**config.mk**
```make
export PLATFORM = sky130hd
export DESIGN_NAME = mdu_sequencer
export DESIGN_NICKNAME = d
export VERILOG_FILES = /design/src/rtl/mdu_sequencer.sv
export SDC_FILE = /design/constraint.sdc
export NUM_CORES = 1
export LEC_CHECK = 0
export ABC_CLOCK_PERIOD_IN_PS = 3890
export CAP_MARGIN = 0
export CORE_UTILIZATION = 57
export DETAILED_ROUTE_END_ITERATION = 12
export PLACE_DENSITY = 0.82
export SYNTH_ARGS = -nofsm -noshare
export SYNTH_HDL_FRONTEND = slang
export SYNTH_SLANG_ARGS = --single-unit
```
**constraint.sdc**
```tcl
create_clock -name Clk -period 3.89 [get_ports Clk]
set_input_delay 0.389 -clock Clk [delete_from_list [all_inputs] [get_ports Clk]]
set_output_delay 0.389 -clock Clk [all_outputs]
set_load 0.05 [all_outputs]
```
**src/rtl/mdu_sequencer.sv**
```systemverilog
// mdu_sequencer: radix-2 iterative MULT/MULTU/DIV/DIVU unit owning HI/LO.
// Divide datapath present only when MDU_DIV_EN is defined.
// Ports: Clk, Rst_n (async low); Start/Op/A/B/Flush request side;
//   Busy, Stall, Done, DivByZero status; Hi, Lo result registers.
module mdu_sequencer #(
  parameter int WIDTH = 32,
  parameter int CNT_W = 6
) (
  input  logic             Clk,
  input  logic             Rst_n,
  input  logic             Start,
  input  logic [1:0]       Op,
  input  logic [WIDTH-1:0] A,
  input  logic [WIDTH-1:0] B,
  input  logic             Flush,
  output logic             Busy,
  output logic             Stall,
  output logic             Done,
  output logic             DivByZero,
  output logic [WIDTH-1:0] Hi,
  output logic [WIDTH-1:0] Lo
);

  typedef enum logic [1:0] {
    IDLE,
    RUN,
    FIX
  } state_t;

  state_t state, state_d;

  logic [CNT_W-1:0]   cnt;
  logic [2*WIDTH-1:0] acc;
  logic [WIDTH-1:0]   opb;
  logic [WIDTH-1:0]   hi_q, lo_q;
  logic               sgn, sa, sb;
  logic               done_q, dbz_q;

  logic               op_ok, accept, go, last;
  logic [WIDTH-1:0]   mag_a, mag_b;
  logic [WIDTH:0]     mul_sum;
  logic [2*WIDTH-1:0] step, prod;
  logic [WIDTH-1:0]   res_hi, res_lo;

`ifdef MDU_DIV_EN
  logic               is_div, dz;
  logic [WIDTH:0]     r_sh, r_diff;
  logic [WIDTH-1:0]   quo, rem;
`endif

  // Signed ops work on magnitudes; -2^(W-1) maps to 2^(W-1) unsigned.
  assign mag_a = (~Op[0] & A[WIDTH-1]) ? -A : A;
  assign mag_b = (~Op[0] & B[WIDTH-1]) ? -B : B;

`ifdef MDU_DIV_EN
  assign op_ok = 1'b1;
  assign dz    = Op[1] & (B == '0);
  assign go    = accept & ~dz;
`else
  assign op_ok = ~Op[1];
  assign go    = accept;
`endif

  assign accept = Start & ~Flush & op_ok & (state == IDLE);
  assign last   = (cnt == CNT_W'(WIDTH - 1));

  assign Busy      = (state != IDLE);
  assign Stall     = Busy | accept;
  assign Done      = done_q;
  assign DivByZero = dbz_q;
  assign Hi        = hi_q;
  assign Lo        = lo_q;

  always_comb begin
    state_d = state;
    unique case (state)
      IDLE: if (go) state_d = RUN;
      RUN: begin
        if (Flush)     state_d = IDLE;
        else if (last) state_d = FIX;
      end
      FIX:     state_d = IDLE;
      default: state_d = IDLE;
    endcase
  end

  // One iteration. acc = {upper, lower}; lower holds the
  // multiplier / dividend, shifted out as iterations proceed.
  always_comb begin
    mul_sum = {1'b0, acc[2*WIDTH-1:WIDTH]}
            + (acc[0] ? {1'b0, opb} : '0);
    step    = {mul_sum, acc[WIDTH-1:1]};
`ifdef MDU_DIV_EN
    r_sh   = {acc[2*WIDTH-1:WIDTH], acc[WIDTH-1]};
    r_diff = r_sh - {1'b0, opb};
    if (is_div) begin
      if (r_diff[WIDTH])
        step = {r_sh[WIDTH-1:0], acc[WIDTH-2:0], 1'b0};
      else
        step = {r_diff[WIDTH-1:0], acc[WIDTH-2:0], 1'b1};
    end
`endif
  end

  always_comb begin
    prod   = (sgn & (sa ^ sb)) ? -acc : acc;
    res_hi = prod[2*WIDTH-1:WIDTH];
    res_lo = prod[WIDTH-1:0];
`ifdef MDU_DIV_EN
    quo = (sgn & (sa ^ sb)) ? -acc[WIDTH-1:0]
                            : acc[WIDTH-1:0];
    rem = (sgn & sa) ? -acc[2*WIDTH-1:WIDTH]
                     : acc[2*WIDTH-1:WIDTH];
    if (is_div) begin
      res_hi = rem;
      res_lo = quo;
    end
`endif
  end

  always_ff @(posedge Clk or negedge Rst_n) begin
    if (!Rst_n) state <= IDLE;
    else        state <= state_d;
  end

  always_ff @(posedge Clk or negedge Rst_n) begin
    if (!Rst_n) begin
      cnt    <= '0;
      acc    <= '0;
      opb    <= '0;
      sgn    <= 1'b0;
      sa     <= 1'b0;
      sb     <= 1'b0;
      hi_q   <= '0;
      lo_q   <= '0;
      done_q <= 1'b0;
      dbz_q  <= 1'b0;
`ifdef MDU_DIV_EN
      is_div <= 1'b0;
`endif
    end else begin
      done_q <= 1'b0;
      if (accept) dbz_q <= 1'b0;
      if (go) begin
        acc <= {{WIDTH{1'b0}}, mag_a};
        opb <= mag_b;
        sgn <= ~Op[0];
        sa  <= A[WIDTH-1];
        sb  <= B[WIDTH-1];
        cnt <= '0;
`ifdef MDU_DIV_EN
        is_div <= Op[1];
`endif
      end
      if (state == RUN) begin
        acc <= step;
        cnt <= cnt + CNT_W'(1);
      end
      if (state == FIX && !Flush) begin
        hi_q   <= res_hi;
        lo_q   <= res_lo;
        done_q <= 1'b1;
      end
`ifdef MDU_DIV_EN
      // Divide by zero resolves without iterating.
      if (accept && dz) begin
        hi_q   <= A;
        lo_q   <= '1;
        dbz_q  <= 1'b1;
        done_q <= 1'b1;
      end
`endif
    end
  end

endmodule

```
# Yosys cells after proc, flatten, opt, wreduce, memory -nomap -nowiden
# Cells that the tools add are included.
# classes
n_reduce_logical	6
eq_ne	5
bitwise	11
n_addsub	5
n_mux	13
# ops
cell	n
$mux 64	3
$mux 32	3
$neg 32->32	2
$neg 64->64	1
$add 32x32->33	1
$mux 6	2
$add 6x1->6 const B	1
$and 1x1->1	6
$eq 6x5->1 const B	1
$mux 2	3
$pmux 2 s2	1
$reduce_bool 2->1	2
$ne 3x3->1 const B	1
$not 1->1	3
$eq 2x1->1 const B	1
$eq 2x2->1 const B	1
$logic_not 2->1	1
$ne 2x2->1 const B	1
$reduce_and 2->1	1
$logic_and 1x1->1	1
$logic_not 1->1	1
$mux 1	1
$or 1x1->1	1
$xor 1x1->1	1
# totals
output_inout_bits	68
input_bits	70
wordCells	50
ff_bits	172

# Longest topological paths before layout
# depth
depth_word	6
depth_mapped	13
depth_no_buf	12

# Worst setup path before layout
# No wires, ideal clock.
# synth_timing
path_type	register to register
startpoint	register acc[0]
endpoint	register hi_q[30] (netlist: Hi[30])
required_ns	3.755
path_buffers	0
stages_incl_launch_ff	11
setup_slack_ns	0.933
setup_ns	0.135
arrival_ns	2.822
synth_period_minus_slack_ns	2.957
cell_sequence	dfrtp_1 -> inv_1 -> ha_1 -> or3b_2 -> or4_1 -> nor3_1 -> nand2_1 -> o41ai_2 -> o21ai_0 -> xnor2_1 -> o21ai_0
# synth_between
elab_chain_cells	2
# synth_rtl
element	line_no	rtl
from (decl)	33	logic [2*WIDTH-1:0] acc;
from (signal assigned)	145	acc <= {{WIDTH{1'b0}}, mag_a};
from (signal assigned)	156	acc <= step;
$neg 64->64	106	prod = (sgn & (sa ^ sb)) ? -acc : acc;
$mux 64	106	
to (signal assigned)	160	hi_q <= res_hi;
to (decl)	35	logic [WIDTH-1:0] hi_q, lo_q;
# No other way between the ends.
# A chain may end at the register's enable or synchronous reset.

# Final worst setup path
# layout_timing
startpoint	register acc[0]
endpoint	register acc[62]
# layout_between
elab_chain_cells	3
# layout_rtl
element	line_no	rtl
$mux 32	91	+ (acc[0] ? {1'b0, opb} : '0);
$add 32x32->33	91	
$mux 64	155	if (state == RUN) begin
# No other way between the ends.

==> implementation parameters <==
Parameter                              Value

Status
  Status ... complete, no violations

Routing
  Count of unresolved DRC violations after routing ... 0
  Remaining antenna violation count after routing ... 0
  Routed WL per cell ... 17.2 µm
  Drt via density ... 5.99
  Count of TritonRoute iterations in the first routing pass ... 10
  1st-iter DRT viols ... approximately 850
  Wire length after detailed routing ... 27700 µm
  Vias after detailed routing ... 9664

Flow run
  Count of maximum capacitance violations ... 0

CTS
  Clock slew at reported path FFs ... 0.07 ns
  Number of instances resized during post-cts repair ... 0
  Longest Clk Path Bufs ... 2
  Clock network latency to the later pin of the worst-skew pair ... approximately 0.44 ns
  Sink Count ... 172
  Post-CTS setup buffer count ... 0
  Number of buffers created by CTS ... 17
  Count of hold buffers inserted by post-cts repair ... 0
  Root cell of the clock tree ... sky130_fd_sc_hd__clkbuf_16
  Clock tree from TritonCTS ... yes
  H-tree levels ... 4

Global route
  Overall fraction of global-route tracks in use ... 0.293
  Via count of the first global-routing pass ... slightly above 9k
  First-pass GRT wire length ... about 46000 µm
  Maximum number of pins on one net before global-route repair ... 107
  Initial antenna violation count ... 0
  Remaining global-route overflow ... 0

Setup path
  Longest individual stage delay on the worst path ... 0.50 ns
  Sequence of cells on the critical path ... buf_4 -> and2_1 -> ha_1 -> o211ai_1 -> o21ai_0 -> o211ai_1 -> a211oi_1 -> o311ai_0 -> a211oi_1 -> xnor2_1 -> o21ai_0
  Worst EP required ... 4.18 ns
  Data arrival time of the critical path ... 3.63 ns
  Startpoint class of the critical path ... flip-flop
  Critical Path Fanout Max ... 33
  Crit path kind ... flip-flop to flip-flop
  Slowest stage cell on the critical path ... sky130_fd_sc_hd__a211oi_1
  Critical path endpoint category ... flip-flop

Hold path
  Hold/Removal Path Class ... primary input to asynchronous set/reset pin

Finish
  Final instance count without filler cells ... 1613
  Fraction of the core area covered by cells at the end of the flow ... 0.695
  Fraction of layout cells with a size suffix above 1 ... 0.0500
  Final antenna diode count ... 0
  Growth of design area from synthesis to finish ... 19.5%
  NumNets Final ... 1473

Synth
  Mean post-synth cell area ... 8.55 µm²
  Share of synthesized flip-flops with an asynchronous set or reset ... 1.00
  Dominant register cell in the synthesized netlist ... sky130_fd_sc_hd__dfrtp_1
  Number of register bits inferred by synthesis ... 172
  Number of instances in the synthesized netlist ... 1268
  Count of distinct cell types in the synthesized netlist ... 57
  Yosys warnings ... 0
  Post-Syn Nets ... roughly 1.4k
  Proportion of synthesized chip area in sequential cells ... 0.397
  Count of flip-flops with a built-in enable after synthesis ... 0
  Netlist area before placement ... 10800 µm²

Floorplanning
  Height of the chip ... 140 µm
  Die area ... 19600 µm²
  Die boundary width ... 140 µm
  Starting density of the core ... 0.582
  Number of rows in the core area ... 50
  Total core area ... between 15000 and 20000 µm²
  Top-level I/O count ... 138

Placement
  HPWL after detailed placement ... between 20000 and 25000 µm
  Pre-CTS WS ... 0.479 ns
  Placed cell count ... 1581
  Number of buffers inserted by port buffering ... 136
  Weighted congestion at the end of routability-driven global placement ... 0.942

STA
  Final cycle utilization of the critical path ... 0.860
  Smallest hold slack ... 0.0163 ns
  Final-layout setup total negative slack ... 0 ns
  Maximum achievable frequency ... about 300 MHz
  Crit path time final ... 3.34 ns
  Unrepaired setup endpoints after global routing ... no
  Worst Max-Slew Pin Slew ... 1.04 ns
  Post-route clock skew ... between 0.008 and 0.009 ns
  Number of setup violations in the final report ... 0
  Hold Vio Cnt, Final ... 0
  Slew Viols, Final ... 0
  Worst slew margin relative to its limit ... 0.308
  Final WS setup ... 0.545 ns

Power
  Power per standard cell area ... approximately 560 nW/µm²
  Leakage power figure ... 5.56 nW
  Peak ir drop on the vdd network ... 0.000387 V
-- layout make-up --
class	instances	area (µm²)
Multi-Input combinational cell	1000	6190
Fill cell	1467	5680
Sequential cell	172	4300
Timing Repair Buffer	148	1470
Clock buffer	19	453
Tap cell	234	293
Clock inverter	13	154
Inverter	27	101
-- flip-flops by register name (all words and copies together), names as in the netlist, 2 cells and up --
register  count
opb          32
cnt           6
Hi           32
Lo           32
acc          64
state         2
-- Yosys cell counts, types with 12 or more instances --
library cell               number  area share
sky130_fd_sc_hd__o21ai_0      196       0.090
sky130_fd_sc_hd__dfrtp_1      172        0.40
sky130_fd_sc_hd__nand2_1      164       0.057
sky130_fd_sc_hd__xor2_1        80       0.065
sky130_fd_sc_hd__a21oi_1       67       0.031
sky130_fd_sc_hd__xnor2_1       67       0.054
sky130_fd_sc_hd__nor2_1        63       0.022
sky130_fd_sc_hd__clkbuf_1      62       0.021
sky130_fd_sc_hd__nand3_1       39       0.018
sky130_fd_sc_hd__ha_1          36       0.042
sky130_fd_sc_hd__and2_1        34       0.020
sky130_fd_sc_hd__a22oi_1       30       0.021
sky130_fd_sc_hd__inv_1         27      0.0093
sky130_fd_sc_hd__o31ai_1       26       0.018
sky130_fd_sc_hd__nor3_1        22       0.010
sky130_fd_sc_hd__a21o_1        16       0.011
sky130_fd_sc_hd__a31oi_1       15      0.0087
sky130_fd_sc_hd__nor4_1        13      0.0075
sky130_fd_sc_hd__or3_1         13      0.0075
sky130_fd_sc_hd__nand2b_1      12      0.0069
sky130_fd_sc_hd__or4_1         12      0.0083
-- layout by cell type (no fill, tap or decap), types with 36 or more instances in the layout --
| cell | n |
|---|---|
| sky130_fd_sc_hd__a21oi_1 | 67 |
| sky130_fd_sc_hd__clkdlybuf4s50_1 | 135 |
| sky130_fd_sc_hd__dfrtp_1 | 172 |
| sky130_fd_sc_hd__ha_1 | 36 |
| sky130_fd_sc_hd__nand2_1 | 164 |
| sky130_fd_sc_hd__nand3_1 | 39 |
| sky130_fd_sc_hd__nor2_1 | 62 |
| sky130_fd_sc_hd__o21ai_0 | 196 |
| sky130_fd_sc_hd__xnor2_1 | 67 |
| sky130_fd_sc_hd__xor2_1 | 80 |
-- through the flow --
step                area (µm²)  total power, W
floorplan                10800         0.00458
global placement         12400         0.00534
detailed placement       12400         0.00543
CTS                      13000         0.00719
global route             13000         0.00767
finish                   13000         0.00723
-- report_power, final --
part           switching (W)  internal, W
Clock               0.000751     0.000996
Sequential          0.000638      0.00216
Combinational        0.00156      0.00112
-- worst max-delay path: cells and delay by family, from the launching register on --
kind	cells	cell delay [ns]
AOI/OAI and AO/OA	7	1.84
DFF	1	0.42
buffers and inverters	1	0.24
and+or+nand+nor	1	0.17
adders and majority gates	1	0.35
xor gates and xnor gates	1	0.16
-- worst paths after layout --
kind / start / to / slack (ns) / cells after the start
worst min register to register: opb[21] / opb[21] / 0.47 / 2
worst max register to register: acc[0] / acc[62] / 0.55 / 11
worst min-delay path: Rst_n / Hi[19] / 0.02 / 1
min in group Clk: opb[21] / opb[21] / 0.47 / 2
worst max-delay path: acc[0] / acc[62] / 0.55 / 11
max in group asynchronous: Rst_n / acc[25] / 2.80 / 2
-- per-layer routing --
layer / track usage / vias up / wire length, µm
met2: 0.459 / 375 / 12600
met1: 0.415 / 4548 / 12600
li1: - / 4689 / -
met3: 0.0455 / 52 / 1870
met4: 0.104 / 0 / 612
met5: 0 / - / 0
-- kinds of logic after synthesis --
logic type	Yosys count	synth area share
simple gates	420	0.190
compound gates	395	0.217
flops	172	0.397
buf+inv	96	0.0337
xor+xnor	147	0.119
other cells	1	0.000346
fa+ha+maj	37	0.0434
No activity file was read; power rests on OpenSTA's default activity.
